===== src/rtl/uart_tx_mmio_pkg.sv =====
// Shared constants for the memory-mapped UART transmitter: register addresses,
// serializer state encodings and the store byte-lane helper.
package uart_tx_mmio_pkg;

    localparam logic        ENABLE  = 1'b1;
    localparam logic        DISABLE = 1'b0;

    localparam logic [31:0] UART_ADDR_DEFAULT   = 32'hF6FF_F070;
    localparam logic [31:0] UART_STATUS_OFFSET  = 32'd4;

    localparam logic [1:0]  ST_IDLE  = 2'd0;
    localparam logic [1:0]  ST_START = 2'd1;
    localparam logic [1:0]  ST_DATA  = 2'd2;
    localparam logic [1:0]  ST_STOP  = 2'd3;

    function automatic logic [7:0] lane_byte(input logic [31:0] data, input logic [1:0] lane);
        return data[8*lane +: 8];
    endfunction

endpackage


===== src/rtl/uart_tx_mmio_sync_fifo.sv =====
// Single-clock FIFO with occupancy count; read data is the head entry (show-ahead).
// Pointers wrap naturally because DEPTH is a power of two.
module sync_fifo #(
    parameter int unsigned WIDTH = 8,
    parameter int unsigned DEPTH = 16
) (
    input  logic                       clk,
    input  logic                       rst_n,
    input  logic                       push,
    input  logic [WIDTH-1:0]           push_data,
    input  logic                       pop,
    output logic [WIDTH-1:0]           pop_data,
    output logic                       full,
    output logic                       empty,
    output logic [$clog2(DEPTH):0]     count
);
    localparam int unsigned AW = $clog2(DEPTH);

    logic [WIDTH-1:0] mem [DEPTH];
    logic [AW-1:0]    wr_ptr;
    logic [AW-1:0]    rd_ptr;

    assign full     = (count == (AW+1)'(DEPTH));
    assign empty    = (count == '0);
    assign pop_data = mem[rd_ptr];

    always_ff @(posedge clk) begin
        if (push) begin
            mem[wr_ptr] <= push_data;
        end
    end

    always_ff @(posedge clk or negedge rst_n) begin
        if (!rst_n) begin
            wr_ptr <= '0;
            rd_ptr <= '0;
            count  <= '0;
        end else begin
            if (push) begin
                wr_ptr <= wr_ptr + 1'b1;
            end
            if (pop) begin
                rd_ptr <= rd_ptr + 1'b1;
            end
            case ({push, pop})
                2'b10:   count <= count + 1'b1;
                2'b01:   count <= count - 1'b1;
                default: count <= count;
            endcase
        end
    end

endmodule


===== src/rtl/uart_tx_mmio.sv =====
// Memory-mapped 8N1 UART transmitter fed by aligned CPU stores through a TX FIFO.
// Optional status read port is built when UART_STATUS_EN is defined.
module uart_tx_mmio
    import uart_tx_mmio_pkg::*;
#(
    parameter int unsigned CLK_FREQ   = 60000000,
    parameter int unsigned BAUD       = 115200,
    parameter int unsigned FIFO_DEPTH = 16,
    parameter logic [31:0] UART_ADDR  = UART_ADDR_DEFAULT
) (
    input  logic                           clk,
    input  logic                           rst_n,
    input  logic                           is_store,
    input  logic [31:0]                    addr,
    input  logic [3:0]                     we,
    input  logic [31:0]                    w_data,
`ifdef UART_STATUS_EN
    input  logic                           is_load,
    output logic [31:0]                    r_data,
`endif
    output logic                           stall,
    output logic                           uart_tx,
    output logic                           tx_busy,
    output logic [$clog2(FIFO_DEPTH):0]    fifo_count
);
    localparam int unsigned DIV   = CLK_FREQ / BAUD;
    localparam int unsigned CNT_W = $clog2(DIV);
    localparam logic [CNT_W-1:0] BAUD_LAST = CNT_W'(DIV - 1);

    logic       hit;
    logic       push;
    logic       pop;
    logic       full;
    logic       empty;
    logic [7:0] head;

    logic [1:0]       state;
    logic [CNT_W-1:0] baud_cnt;
    logic [2:0]       bit_idx;
    logic [7:0]       shift;

    assign hit   = (is_store == ENABLE) && (addr[31:2] == UART_ADDR[31:2]) && (we != 4'b0000);
    assign push  = hit && !full;
    assign stall = hit && full;
    assign pop   = (state == ST_IDLE) && !empty;

    sync_fifo #(
        .WIDTH (8),
        .DEPTH (FIFO_DEPTH)
    ) u_fifo (
        .clk       (clk),
        .rst_n     (rst_n),
        .push      (push),
        .push_data (lane_byte(w_data, addr[1:0])),
        .pop       (pop),
        .pop_data  (head),
        .full      (full),
        .empty     (empty),
        .count     (fifo_count)
    );

    always_ff @(posedge clk or negedge rst_n) begin
        if (!rst_n) begin
            state    <= ST_IDLE;
            baud_cnt <= '0;
            bit_idx  <= '0;
            shift    <= '0;
        end else begin
            case (state)
                ST_IDLE: begin
                    if (!empty) begin
                        shift    <= head;
                        baud_cnt <= '0;
                        bit_idx  <= '0;
                        state    <= ST_START;
                    end
                end
                ST_START: begin
                    if (baud_cnt == BAUD_LAST) begin
                        baud_cnt <= '0;
                        bit_idx  <= '0;
                        state    <= ST_DATA;
                    end else begin
                        baud_cnt <= baud_cnt + 1'b1;
                    end
                end
                ST_DATA: begin
                    if (baud_cnt == BAUD_LAST) begin
                        baud_cnt <= '0;
                        shift    <= {1'b0, shift[7:1]};
                        if (bit_idx == 3'd7) begin
                            bit_idx <= '0;
                            state   <= ST_STOP;
                        end else begin
                            bit_idx <= bit_idx + 1'b1;
                        end
                    end else begin
                        baud_cnt <= baud_cnt + 1'b1;
                    end
                end
                default: begin
                    if (baud_cnt == BAUD_LAST) begin
                        baud_cnt <= '0;
                        state    <= ST_IDLE;
                    end else begin
                        baud_cnt <= baud_cnt + 1'b1;
                    end
                end
            endcase
        end
    end

    // Line level decoded from state so an async reset forces idle-high at once.
    always_comb begin
        uart_tx = 1'b1;
        case (state)
            ST_START: uart_tx = 1'b0;
            ST_DATA:  uart_tx = shift[0];
            default:  uart_tx = 1'b1;
        endcase
    end

    assign tx_busy = (state != ST_IDLE) || !empty;

`ifdef UART_STATUS_EN
    localparam logic [31:0] UART_STATUS_ADDR = UART_ADDR + UART_STATUS_OFFSET;

    always_comb begin
        r_data = '0;
        if (is_load && (addr[31:2] == UART_STATUS_ADDR[31:2])) begin
            r_data = {30'b0, full, tx_busy};
        end
    end
`endif

endmodule


===== config.mk =====
export PLATFORM = sky130hd
export DESIGN_NAME = uart_tx_mmio
export DESIGN_NICKNAME = d
export VERILOG_FILES = /design/src/rtl/uart_tx_mmio_pkg.sv /design/src/rtl/uart_tx_mmio_sync_fifo.sv /design/src/rtl/uart_tx_mmio.sv
export SDC_FILE = /design/constraint.sdc
export NUM_CORES = 1
export LEC_CHECK = 0
export ABC_CLOCK_PERIOD_IN_PS = 5500
export CORE_AREA = 3 3 130 132
export DETAILED_ROUTE_END_ITERATION = 8
export DIE_AREA = 0 0 133 135
export PLACE_DENSITY = 0.75
export SYNTH_ARGS = -nofsm -noshare
export SYNTH_HDL_FRONTEND = slang
export SYNTH_SLANG_ARGS = --single-unit

===== constraint.sdc =====
create_clock -name clk -period 5.5 [get_ports clk]
set_clock_uncertainty 0.05 [all_clocks]
set_input_delay 1.65 -clock clk [delete_from_list [all_inputs] [get_ports clk]]
set_output_delay 1.65 -clock clk [all_outputs]
set_load 0.005 [all_outputs]

[Yosys cells after proc, flatten, opt, wreduce, memory -nomap -nowiden]
Memory sizes are Yosys's and may differ from the RTL's.
Index checks and enable logic that the tools add are counted.
Word-level totals
  bits in registers: 36
  bits in latches: 0
  memory bits (writable): 128
  bits in read-only memories: 0
  bits of input ports: 71
  word-level logic and storage cells: 67
  memories: 1
Cells by class
  add/sub/neg operators: 6
  $mul: 0
  divide/modulo/power cells: 0
  $lt $le $gt $ge: 0
  equality and inequality tests: 12
  shifts and indexed selects: 1
  mux-type cells: 21
  bitwise gates (word level): 0
  reductions and logical operators: 19
Memories
  u_fifo.mem: words 16, width 8, read ports 1, clocked after memory_dff 0, write ports 1, RTL line uart_tx_mmio_sync_fifo.sv:19  | logic [WIDTH-1:0] mem [DEPTH];
Operators by type and width (number)
  32-bit by 6-bit indexed part select with 8-bit output: 1
  30-bit == test (second input constant): 1
  10-bit two-way mux: 3
  8-bit two-way mux: 2
  8-bit case mux with 2 select lines: 1
  3-bit two-way mux: 4
  10-bit by 1-bit adder with 10-bit output (second input constant): 1
  10-bit == test (second input constant): 1
  2-bit two-way mux: 5
  5-bit case mux with 2 select lines: 1
  3-bit case mux with 3 select lines: 1
  4-bit by 1-bit adder with 4-bit output (second input constant): 2
  2-bit != test (second input constant): 4
  2-bit nonzero test: 4
  2-bit case mux with 3 select lines: 1
  5-bit by 1-bit adder with 5-bit output (second input constant): 1
  5-bit == test (second input constant): 1
  1-bit logical AND: 5
  5-bit zero test: 1
  5-bit AND reduction: 1
  5-bit by 1-bit subtractor with 5-bit output (second input constant): 1
  2-bit by 1-bit == test with 1-bit output (second input constant): 2
  2-bit == test (second input constant): 2
  4-bit AND reduction: 1
  10 further kinds: 12

[Depth between registers and ports, before layout]
Gate-level depths: netlist of run 1.
  depth after elaboration: 6
  depth in mapped cells: 14
  mapped depth without buffers: 12

[Hierarchy]
Synthesis of run 1 repeated with hierarchy kept, for this count alone.
Second synthesis, totals
  cells, all modules: 446
  area total of the unflattened synthesis: 7397.1 µm²
Modules (own cells, without submodules)
  sync_fifo: instances 1, cells each 298, area an instance 5769.3 µm², sequential area each 4169.0 µm²
  uart_tx_mmio: instances 1, cells each 148, area an instance 1627.8 µm², sequential area each 575.6 µm²

[Least setup slack after synthesis of run 1]
OpenSTA, ideal clock, no wires.
  path type: input-to-reg
  start point: input port addr[7]
  end point: register u_fifo.count[4]
  setup time: 0.079 ns
  arrival time: 4.161 ns
  data required time: 5.371 ns
  slack: 1.210 ns
  cell stages on the path: 13
  path buffers: 2
  cell sequence: or4b_1 nor4_2 nand4_1 buf_2 ha_1 clkbuf_1 xor2_1 ha_1 nor2b_1 a22oi_1 o32a_1 nor2_1 xor2_1
On the way
  word-level cells in the longest chain between the ends: 6
Ends and longest elaborated chain
  from (decl): RTL line uart_tx_mmio.sv:14  | input logic [31:0] addr,
  30-bit == test (*): RTL line uart_tx_mmio.sv:42  | assign hit = (is_store == ENABLE) && (addr[31:2] == UART_ADDR[31:2]) && (we != 4'b0000);
  1-bit logical AND (*) (2 in series): RTL line uart_tx_mmio.sv:42
  1-bit logical AND (*): RTL line uart_tx_mmio.sv:43  | assign push = hit && !full;
  2-bit by 1-bit == test with 1-bit output or 2-bit == test (tied branches): RTL line uart_tx_mmio_sync_fifo.sv:45  | case ({push, pop})
  5-bit case mux with 2 select lines or 2-bit nonzero test (tied branches)
  to (signal assigned): RTL line uart_tx_mmio_sync_fifo.sv:46  | 2'b10: count <= count + 1'b1;
  to (signal assigned): RTL line uart_tx_mmio_sync_fifo.sv:47  | 2'b01: count <= count - 1'b1;
  to (signal assigned): RTL line uart_tx_mmio_sync_fifo.sv:48  | default: count <= count;
  to (decl): RTL line uart_tx_mmio_sync_fifo.sv:15  | output logic [$clog2(DEPTH):0] count
Mark *: on every way between the ends. The rest lies on a longest branch, timed or not.
A chain may end at the register's enable or synchronous reset.

[Worst setup path in the final report of run 1]
  start point: input port addr[13]
  end point: output port stall
On the way
  word-level cells in the longest chain between the ends: 4
Ends and longest elaborated chain
  30-bit == test: RTL line uart_tx_mmio.sv:42
  1-bit logical AND (2 in series): RTL line uart_tx_mmio.sv:42
  1-bit logical AND: RTL line uart_tx_mmio.sv:44  | assign stall = hit && full;
  to (decl): RTL line uart_tx_mmio.sv:21  | output logic stall,
Every way passes these cells.

==> flow_metrics.env, run 1 <==
export IMPL_status="complete, no violations"
export IMPL_layout_drive_gt1_share_pct=14.2
export IMPL_die_w_um=133
export IMPL_cts_repair_resized=0
export IMPL_p_switching_mw=0.540
export IMPL_wl_per_cell_um=19.4
export IMPL_antenna_found_initial=0
export IMPL_first_pass_iters=4
export IMPL_synthToLayoutAreaGrowth_pct=20.9
export IMPL_viasPerCell=5.57
export IMPL_place_inst=740
export IMPL_timing_final_max_slew_violations=0
export IMPL_synth_seq_cells=164
export IMPL_hpwl_um=10200
export IMPL_hold_path_class="reg2reg"
export IMPL_clk_pin_slew_worst_paths_ps=60
export IMPL_synth_area_top_cells="edfxtp_1 (53%), dfrtp_1 (12%), mux4_2 (8.3%), mux2i_1 (4.0%), ha_1 (2.4%)"
export IMPL_yosysTopAreaCellShare_pct=52.7
export IMPL_crit_required_ps=3800
export IMPL_grt_use_total_pct=17.7
export IMPL_syn_instance_count=463
export IMPL_syn_nets=548
export IMPL_critPathLaunch="addr[13]"
export IMPL_post_cts_setup_buffer_count=0
export IMPL_cellPowerDensity_nw_per_um2=293
export IMPL_synth_edf_count=128
export IMPL_path_depth=6
export IMPL_synth_main_ff_cell="edfxtp_1"
export IMPL_antenna_diode_count=0
export IMPL_clk_latency_ps=430
export IMPL_dieArea_um2=18000
export IMPL_grt_pass1_wl_um=24400
export IMPL_final_setup_worst_slack_ps=290
export IMPL_crit_type="in2out"
export IMPL_dpl_instance_area_um2=8260
export IMPL_netSwitchingFraction_pct=20.9
export IMPL_fin_cells=772
export IMPL_postRouteAntennaNets=0
export IMPL_comb_power_share_pct=4.2
export IMPL_core_um2=15800
export IMPL_grt_max_degree=38
export IMPL_p_int_mw=2.04
export IMPL_path_common_cell="clkdlybuf4s50_1"
export IMPL_gr_total_overflow=0
export IMPL_clkSinkCount=164
export IMPL_cts_htree_levels=4
export IMPL_finalSetupViolCount=0
export IMPL_power_leakage_nw=3.01
export IMPL_drt_iter0_markers=346
export IMPL_ff2ff_path_depth=12
export IMPL_rr_endpoint="u_fifo.count[4]"
export IMPL_path_buf_inv=2
export IMPL_rows=46
export IMPL_fin_nets=628
export IMPL_tightest_slew_ps=984
export IMPL_final_hold_viol_count=0
export IMPL_ctsLongestPathBuffers=2
export IMPL_via_count=4300
export IMPL_start_kind="input port"
export IMPL_crit_path_max_incr_delay_ps=520
export IMPL_rsz0062_at_grt="false"
export IMPL_synth_warnings=0
export IMPL_wl_um=14900
export IMPL_r2r_slack_ps=2390
export IMPL_drv_cap=0
export IMPL_power_mw=2.58
export IMPL_cts_hold_buf=0
export IMPL_postLayoutCellArea_um2=8810
export IMPL_io_pins=79
export IMPL_crit_family="buffers and inverters"
export IMPL_netlist_area_um2=7290
export IMPL_drcViolationCount=0
export IMPL_dpl_worst_slack_ps=267
export IMPL_endpoint="stall"
export IMPL_root_buffer="clkbuf_16"
export IMPL_critical_path_max_fanout=2
export IMPL_relSlewSlack_pct=34.4
export IMPL_r2r_start="state[1]"
export IMPL_power_frac_seq_pct=52.6
export IMPL_arrival_ps=3510
export IMPL_place_congestion=0.778
export IMPL_synth_avg_cell_area_um2=15.7
export IMPL_start_util_pct=46.1
export IMPL_die_h_um=135
export IMPL_slowest_stage="clkdlybuf4s50_1"
export IMPL_finalSetupTns_ps=0
export IMPL_io_buffers=78
export IMPL_seq_area_frac_synth_pct=65.1
export IMPL_cp_cell_sequence="clkdlybuf4s50_1, or4b_1, nor4_2, nand3_1, nor2_1, clkdlybuf4s50_1"
export IMPL_min_period_ps=5210
export IMPL_grt_pass1_vias=4531
export IMPL_synthArstFlopShare_pct=22.0
export IMPL_cts_buffers_inserted=17
export IMPL_synth_distinct_cells=59
export IMPL_synth_top_area_cell="edfxtp_1"
export IMPL_clock_fmax_ghz=0.192
export IMPL_cts_tree="yes"
export IMPL_clkPwrFrac_pct=43.2
export IMPL_fillerInstances=1238
export IMPL_cp_end_kind="output port"
export IMPL_vdd_ir_drop_max_uv=226
export IMPL_period_share_pct=94.7
## layer usage
layer  vias to the layer above  GRT usage, %  wire length (um)  share of wire [%]
met3                        14          3.58               682                4.6
met2                       121          29.9              7700                 51
met5                         -             0                 0                  0
met4                         0          6.64               218                1.5
met1                      2171          22.9              6350                 42
li1                       1994             -                 -                  -
## worst min-delay path by stage
stage,cells past startpoint,startpoint,to,slack [ps]
6_report,1,shift[2],shift[2],440
3_5_place_dp,1,shift[2],shift[2],430
2_1_floorplan,1,baud_cnt[8],baud_cnt[8],410
3_3_place_gp,1,shift[5],shift[5],420
4_1_cts,1,shift[2],shift[2],440
5_1_grt,1,shift[5],shift[5],470
## flip-flops by register name, summed over array words and instances, names as in the netlist
register and cells:
shift 8, u_fifo.wr_ptr 4, u_fifo.count 5, u_fifo.rd_ptr 4
state 2, u_fifo.mem 128, baud_cnt 10, bit_idx 3
## power by group through the flow
| stage | sequential, mW | combinational, mW | clock, mW |
|---|---|---|---|
| after detailed placement | 1.38 | 0.110 | 0 |
| after global placement | 1.38 | 0.104 | 0 |
| final | 1.36 | 0.109 | 1.12 |
| after global routing | 1.36 | 0.118 | 1.19 |
| after floorplan | 1.38 | 0.0376 | 0 |
| after CTS | 1.36 | 0.110 | 1.13 |
## cells in the final DEF (no fill, tap or decap), types with 10 or more instances in the layout
cell and count:
and2_1 11, nor2b_1 10, ha_1 14, mux2i_1 29, clkbuf_16 17, o21ai_0 12, a21oi_1 11, clkdlybuf4s50_1 77
a22oi_1 15, mux4_2 27, nor2_1 15, nand2_1 19, inv_1 11, dfrtp_1 36, edfxtp_1 128
## kinds of logic (layout without fill, tap and decap cells)
kind of cell    count (synthesis)  in the layout  share of synthesized area, %
simple gates                  102            102                          8.17
xor+xnor                       13             13                          1.56
buf+inv                        34            127                          2.30
fa+ha+maj                      14             14                          2.40
compound gates                 75             75                          7.29
mux                            61             61                          13.2
flops                         164            164                          65.1
## final cells by class
type / instances / area [um^2] / share of cell area [%]
well taps: 216 / 270 / 3.07
flip-flops and latches: 164 / 4740 / 53.8
inverters: 11 / 41.3 / 0.468
clock buffers: 18 / 429 / 4.87
multi-input cells: 265 / 2380 / 27.0
clock inverters: 14 / 129 / 1.46
repair buffers: 84 / 821 / 9.31
## through the flow
step / utilization [%] / hold WS [ps]
floorplan: - / 412
finish: 55.7 / 444
detailed placement: 52.2 / 430
global placement: 52.2 / 424
CTS: 55.7 / 444
global route: 55.7 / 466
## synth_stat cells (10+ instances only)
| library cell | n |
|---|---|
| nand2_1 | 19 |
| edfxtp_1 | 128 |
| mux2i_1 | 29 |
| nor2b_1 | 10 |
| ha_1 | 14 |
| and2_1 | 11 |
| a22oi_1 | 15 |
| a21oi_1 | 11 |
| buf_2 | 11 |
| mux4_2 | 27 |
| dfrtp_1 | 36 |
| nor2_1 | 15 |
| o21ai_0 | 12 |
| inv_1 | 11 |
## worst reg2reg max path: stages (launching register included)
cell and delay, ps:
dfrtp_1 390, inv_1 90, ha_1 290, inv_1 170
nor2_1 410, ha_1 400, xor2_1 180, ha_1 190
nor2b_1 190, a22oi_1 110, o32a_1 290, nor2_1 130
xor2_1 150
(Power assumes the default switching activity.)
==> inputs of run 2 (changes only) <==
HOLD_SLACK_MARGIN = 0.06   (was not set)
RECOVER_POWER = 50   (was not set)
==> flow_metrics.env, run 2 (same netlist as run 1, synthesis figures left out) <==
export IMPL_power_mw=2.58
export IMPL_period_share_pct=94.7
export IMPL_crit_type="in2out"
export IMPL_path_buf_inv=2
export IMPL_path_common_cell="clkdlybuf4s50_1"
export IMPL_rows=46
export IMPL_violations="capacitance limit, slew limit"
export IMPL_fin_nets=628
export IMPL_timing_final_max_slew_violations=37
export IMPL_drv_cap=1
export IMPL_drcViolationCount=0
export IMPL_core_um2=15800
export IMPL_cts_htree_levels=4
export IMPL_rsz0062_at_grt="false"
export IMPL_cp_end_kind="output port"
export IMPL_finalSetupTns_ps=0
export IMPL_hpwl_um=10200
export IMPL_antenna_diode_count=0
export IMPL_hold_path_class="reg2reg"
export IMPL_top_layer="met4"
export IMPL_cts_tree="yes"
export IMPL_wl_met2_um=7650
export IMPL_wl_met3_um=765
export IMPL_via_count=4303
export IMPL_dieArea_um2=18000
export IMPL_first_pass_iters=4
export IMPL_clkSinkCount=164
export IMPL_cts_buffers_inserted=17
export IMPL_cts_repair_resized=0
export IMPL_fillerInstances=1240
export IMPL_clk_latency_ps=430
export IMPL_cts_hold_buf=0
export IMPL_place_congestion=0.778
export IMPL_wl_per_cell_um=19.3
export IMPL_io_buffers=78
export IMPL_grt_pass1_wl_um=24400
export IMPL_crit_path_max_incr_delay_ps=520
export IMPL_largest_reg_flops=128
export IMPL_finalSetupViolCount=0
export IMPL_root_buffer="clkbuf_16"
export IMPL_wl_um=14900
export IMPL_clock_fmax_ghz=0.192
export IMPL_synthToLayoutAreaGrowth_pct=20.5
export IMPL_antenna_found_initial=0
export IMPL_clk_pin_slew_worst_paths_ps=60
export IMPL_grt_max_degree=38
export IMPL_final_common_cell="edfxtp_1"
export IMPL_final_hold_viol_count=0
export IMPL_postRouteAntennaNets=0
export IMPL_gr_total_overflow=0
export IMPL_ctsLongestPathBuffers=2
export IMPL_io_pins=79
export IMPL_die_w_um=133
export IMPL_min_period_ps=5210
export IMPL_start_kind="input port"
export IMPL_arrival_ps=3510
export IMPL_power_leakage_nw=3.02
export IMPL_grt_use_total_pct=17.7
export IMPL_relSlewSlack_pct=-34.4
export IMPL_slowest_stage="clkdlybuf4s50_1"
export IMPL_wl_met1_um=6250
export IMPL_layout_drive_gt1_share_pct=13.3
export IMPL_final_setup_worst_slack_ps=290
export IMPL_crit_family="buffers and inverters"
export IMPL_grt_pass1_vias=4531
export IMPL_crit_required_ps=3800
export IMPL_layout_common_cells="edfxtp_1 (128), clkdlybuf4s50_1 (72), dfrtp_1 (36)"
export IMPL_critical_path_max_fanout=2
export IMPL_viasPerCell=5.57
export IMPL_post_cts_setup_buffer_count=0
export IMPL_reg_top3="u_fifo.mem (128), baud_cnt (10), shift (8)"
export IMPL_regMostFlops="u_fifo.mem"
export IMPL_vdd_ir_drop_max_uv=226
export IMPL_cp_cell_sequence="clkdlybuf4s50_1, or4b_1, nor4_2, nand3_1, nor2_1, clkdlybuf4s50_1"
export IMPL_start_util_pct=46.1
export IMPL_die_h_um=135
export IMPL_dpl_worst_slack_ps=267
export IMPL_drt_iter0_markers=351
export IMPL_cellPowerDensity_nw_per_um2=294
export IMPL_status="finished with violations"
export IMPL_tightest_slew_ps=2020
run 2: layout make-up:
type                            count  area (um^2)  area share (%)
Clock inverter                     14          129            1.47
Clock buffer                       18          429            4.88
Tap cell                          216          270            3.08
Sequential cell                   164         4740            54.0
Timing Repair Buffer               84          816            9.29
Inverter                           11         41.3           0.470
Multi-Input combinational cell    265         2360            26.8
run 2: metal layers:
metal  vias to the layer above  track usage, %
li1                       1994               -
met1                      2154            22.9
met2                       138            29.9
met3                        17            3.58
met4                         0            6.64
met5                         -               0
run 2: path summary, 6_finish.rpt:
kind,from,endpoint,slack (ps),depth (start not counted)
max in group asynchronous,rst_n,bit_idx[0],2500,1
worst min register to register,shift[2],shift[2],440,1
worst max register to register,state[0],shift[5],2230,7
min in group asynchronous,rst_n,u_fifo.wr_ptr[1],1750,1
worst min-delay path,shift[2],shift[2],440,1
worst max-delay path,addr[13],stall,290,6
run 2: metrics by stage:
stage | cells | util (%) | area, um^2 | hold WS (ps)
after CTS | 772 | 55.7 | 8810 | 444
after detailed placement | 740 | 52.2 | 8260 | 430
final | 772 | 55.5 | 8790 | 445
after floorplan | 463 | - | 7290 | 412
after global routing | 772 | 55.5 | 8790 | 466
after global placement | 740 | 52.2 | 8260 | 424
run 2: power by group:
part	internal [mW]	switching, mW
combinational	0.0591	0.0487
clock	0.628	0.490
sequential	1.36	0.00197
total	2.04	0.540
==> inputs of run 3 (changes only) <==
CAP_MARGIN = 15   (was not set)
PLACE_DENSITY = 0.67   (was 0.75)
==> flow_metrics.env, run 3 (same netlist as run 1, synthesis figures left out) <==
export IMPL_worstHoldStart="shift[1]"
export IMPL_min_path_cells=1
export IMPL_drv_cap=1
export IMPL_timing_final_max_slew_violations=37
export IMPL_rows=46
export IMPL_met3_usage_pct=3.61
export IMPL_grt_pass1_vias=4301
export IMPL_gr_total_overflow=0
export IMPL_cts_tree="yes"
export IMPL_use_met1_pct=21.7
export IMPL_clkSinkCount=164
export IMPL_layout_common_cells="edfxtp_1 (128), clkdlybuf4s50_1 (73), dfrtp_1 (35)"
export IMPL_clk_latency_ps=420
export IMPL_drt_iter0_markers=268
export IMPL_final_common_cell="edfxtp_1"
export IMPL_power_mw=2.63
export IMPL_core_um2=15800
export IMPL_viasPerCell=5.50
export IMPL_r2r_slack_ps=2100
export IMPL_grt_pass1_wl_um=23300
export IMPL_min_period_ps=5260
export IMPL_fin_util_pct=55.6
export IMPL_antenna_found_initial=0
export IMPL_wl_um=14700
export IMPL_die_h_um=135
export IMPL_clock_fmax_ghz=0.190
export IMPL_ff2ff_path_depth=7
export IMPL_io_buffers=78
export IMPL_clk_pin_slew_worst_paths_ps=60
export IMPL_reg_top3="u_fifo.mem (128), baud_cnt (10), shift (8)"
export IMPL_cellPowerDensity_nw_per_um2=299
export IMPL_largest_reg_flops=128
export IMPL_vdd_ir_drop_max_uv=264
export IMPL_place_congestion=0.771
export IMPL_period_share_pct=95.7
export IMPL_synthToLayoutAreaGrowth_pct=20.8
export IMPL_critical_path_max_fanout=2
export IMPL_dieArea_um2=18000
export IMPL_cts_htree_levels=4
export IMPL_wl_per_cell_um=19.0
export IMPL_met2_usage_pct=29.6
export IMPL_crit_required_ps=3800
export IMPL_hold_end="shift[1]"
export IMPL_top_usage_layer="met2"
export IMPL_final_hold_viol_count=0
export IMPL_whs_ps=437
export IMPL_cp_end_kind="output port"
export IMPL_fin_nets=628
export IMPL_first_pass_iters=5
export IMPL_start_util_pct=46.1
export IMPL_post_cts_setup_buffer_count=0
export IMPL_cts_hold_buf=0
export IMPL_hold_path_class="reg2reg"
export IMPL_regMostFlops="u_fifo.mem"
export IMPL_status="finished with violations"
export IMPL_io_pins=79
export IMPL_relSlewSlack_pct=-33.0
export IMPL_drcViolationCount=0
export IMPL_cts_buffers_inserted=17
export IMPL_grt_use_total_pct=17.0
export IMPL_antenna_diode_count=0
export IMPL_grt_max_degree=38
export IMPL_layout_drive_gt1_share_pct=12.8
export IMPL_root_buffer="clkbuf_16"
export IMPL_tightest_slew_ps=2000
export IMPL_cts_repair_resized=0
export IMPL_postRouteAntennaNets=0
export IMPL_violations="capacitance limit, slew limit"
export IMPL_crit_type="in2out"
export IMPL_rsz0062_at_grt="false"
export IMPL_rr_endpoint="shift[0]"
export IMPL_arrival_ps=3560
export IMPL_via_count=4243
export IMPL_finalSetupTns_ps=0
export IMPL_power_leakage_nw=3.01
export IMPL_start_kind="input port"
export IMPL_die_w_um=133
export IMPL_r2r_start="state[0]"
export IMPL_ctsLongestPathBuffers=2
export IMPL_hpwl_um=9920
export IMPL_finalSetupViolCount=0
run 3: changes by cell type in the layout (fill, tap and decap cells not counted), sizes merged:
cell           change
clkbuf             +4
clkinvlp           +1
clkinv             -3
clkdlybuf4s50      +1
buf                -1
bufinv             +2
inv                -4
run 3: through the flow:
stage                     area, um^2  cells  worst slack, ps
after floorplan                 7290    463             1210
after global placement          8260    740              318
after detailed placement        8260    740              242
after CTS                       8840    772              236
after global routing            8810    772              105
final                           8810    772              239
run 3: per-layer routing:
layer  vias up  part of all wire (%)
met1      2125                    42
met4         0                  0.95
met5         -                     0
met3        16                   4.1
met2       112                    53
li1       1990                     -
run 3: power by group:
group / leakage, nW / internal [mW] / total (mW) / switching, mW
Clock: 0.278 / 0.711 / 1.16 / 0.453
Sequential: 1.65 / 1.36 / 1.36 / 0.00214
Combinational: 1.09 / 0.0595 / 0.107 / 0.0472
run 3: layout make-up:
| class | count | area, um^2 |
|---|---|---|
| clock buffers | 22 | 444 |
| multi-input cells | 265 | 2350 |
| repair buffers | 84 | 818 |
| inverters | 11 | 41.3 |
| fillers | 1234 | 7020 |
| flip-flops and latches | 164 | 4750 |
| clock inverters | 10 | 134 |
| well taps | 216 | 270 |
run 3: worst max-delay path by stage:
stage	start	endpoint	slack, ps	cells past startpoint
floorplan	addr[7]	u_fifo.count[4]	1210	13
detailed placement	addr[7]	stall	240	6
CTS	addr[7]	stall	240	6
global placement	addr[13]	stall	320	6
global route	addr[7]	stall	100	6
finish	addr[7]	stall	240	6
run 3: worst max-delay path, stage by stage:
cell and delay (ps):
clkdlybuf4s50_1 400, or4b_1 530, nor4_2 200, nand3_1 110, nor2_1 140, clkdlybuf4s50_1 530
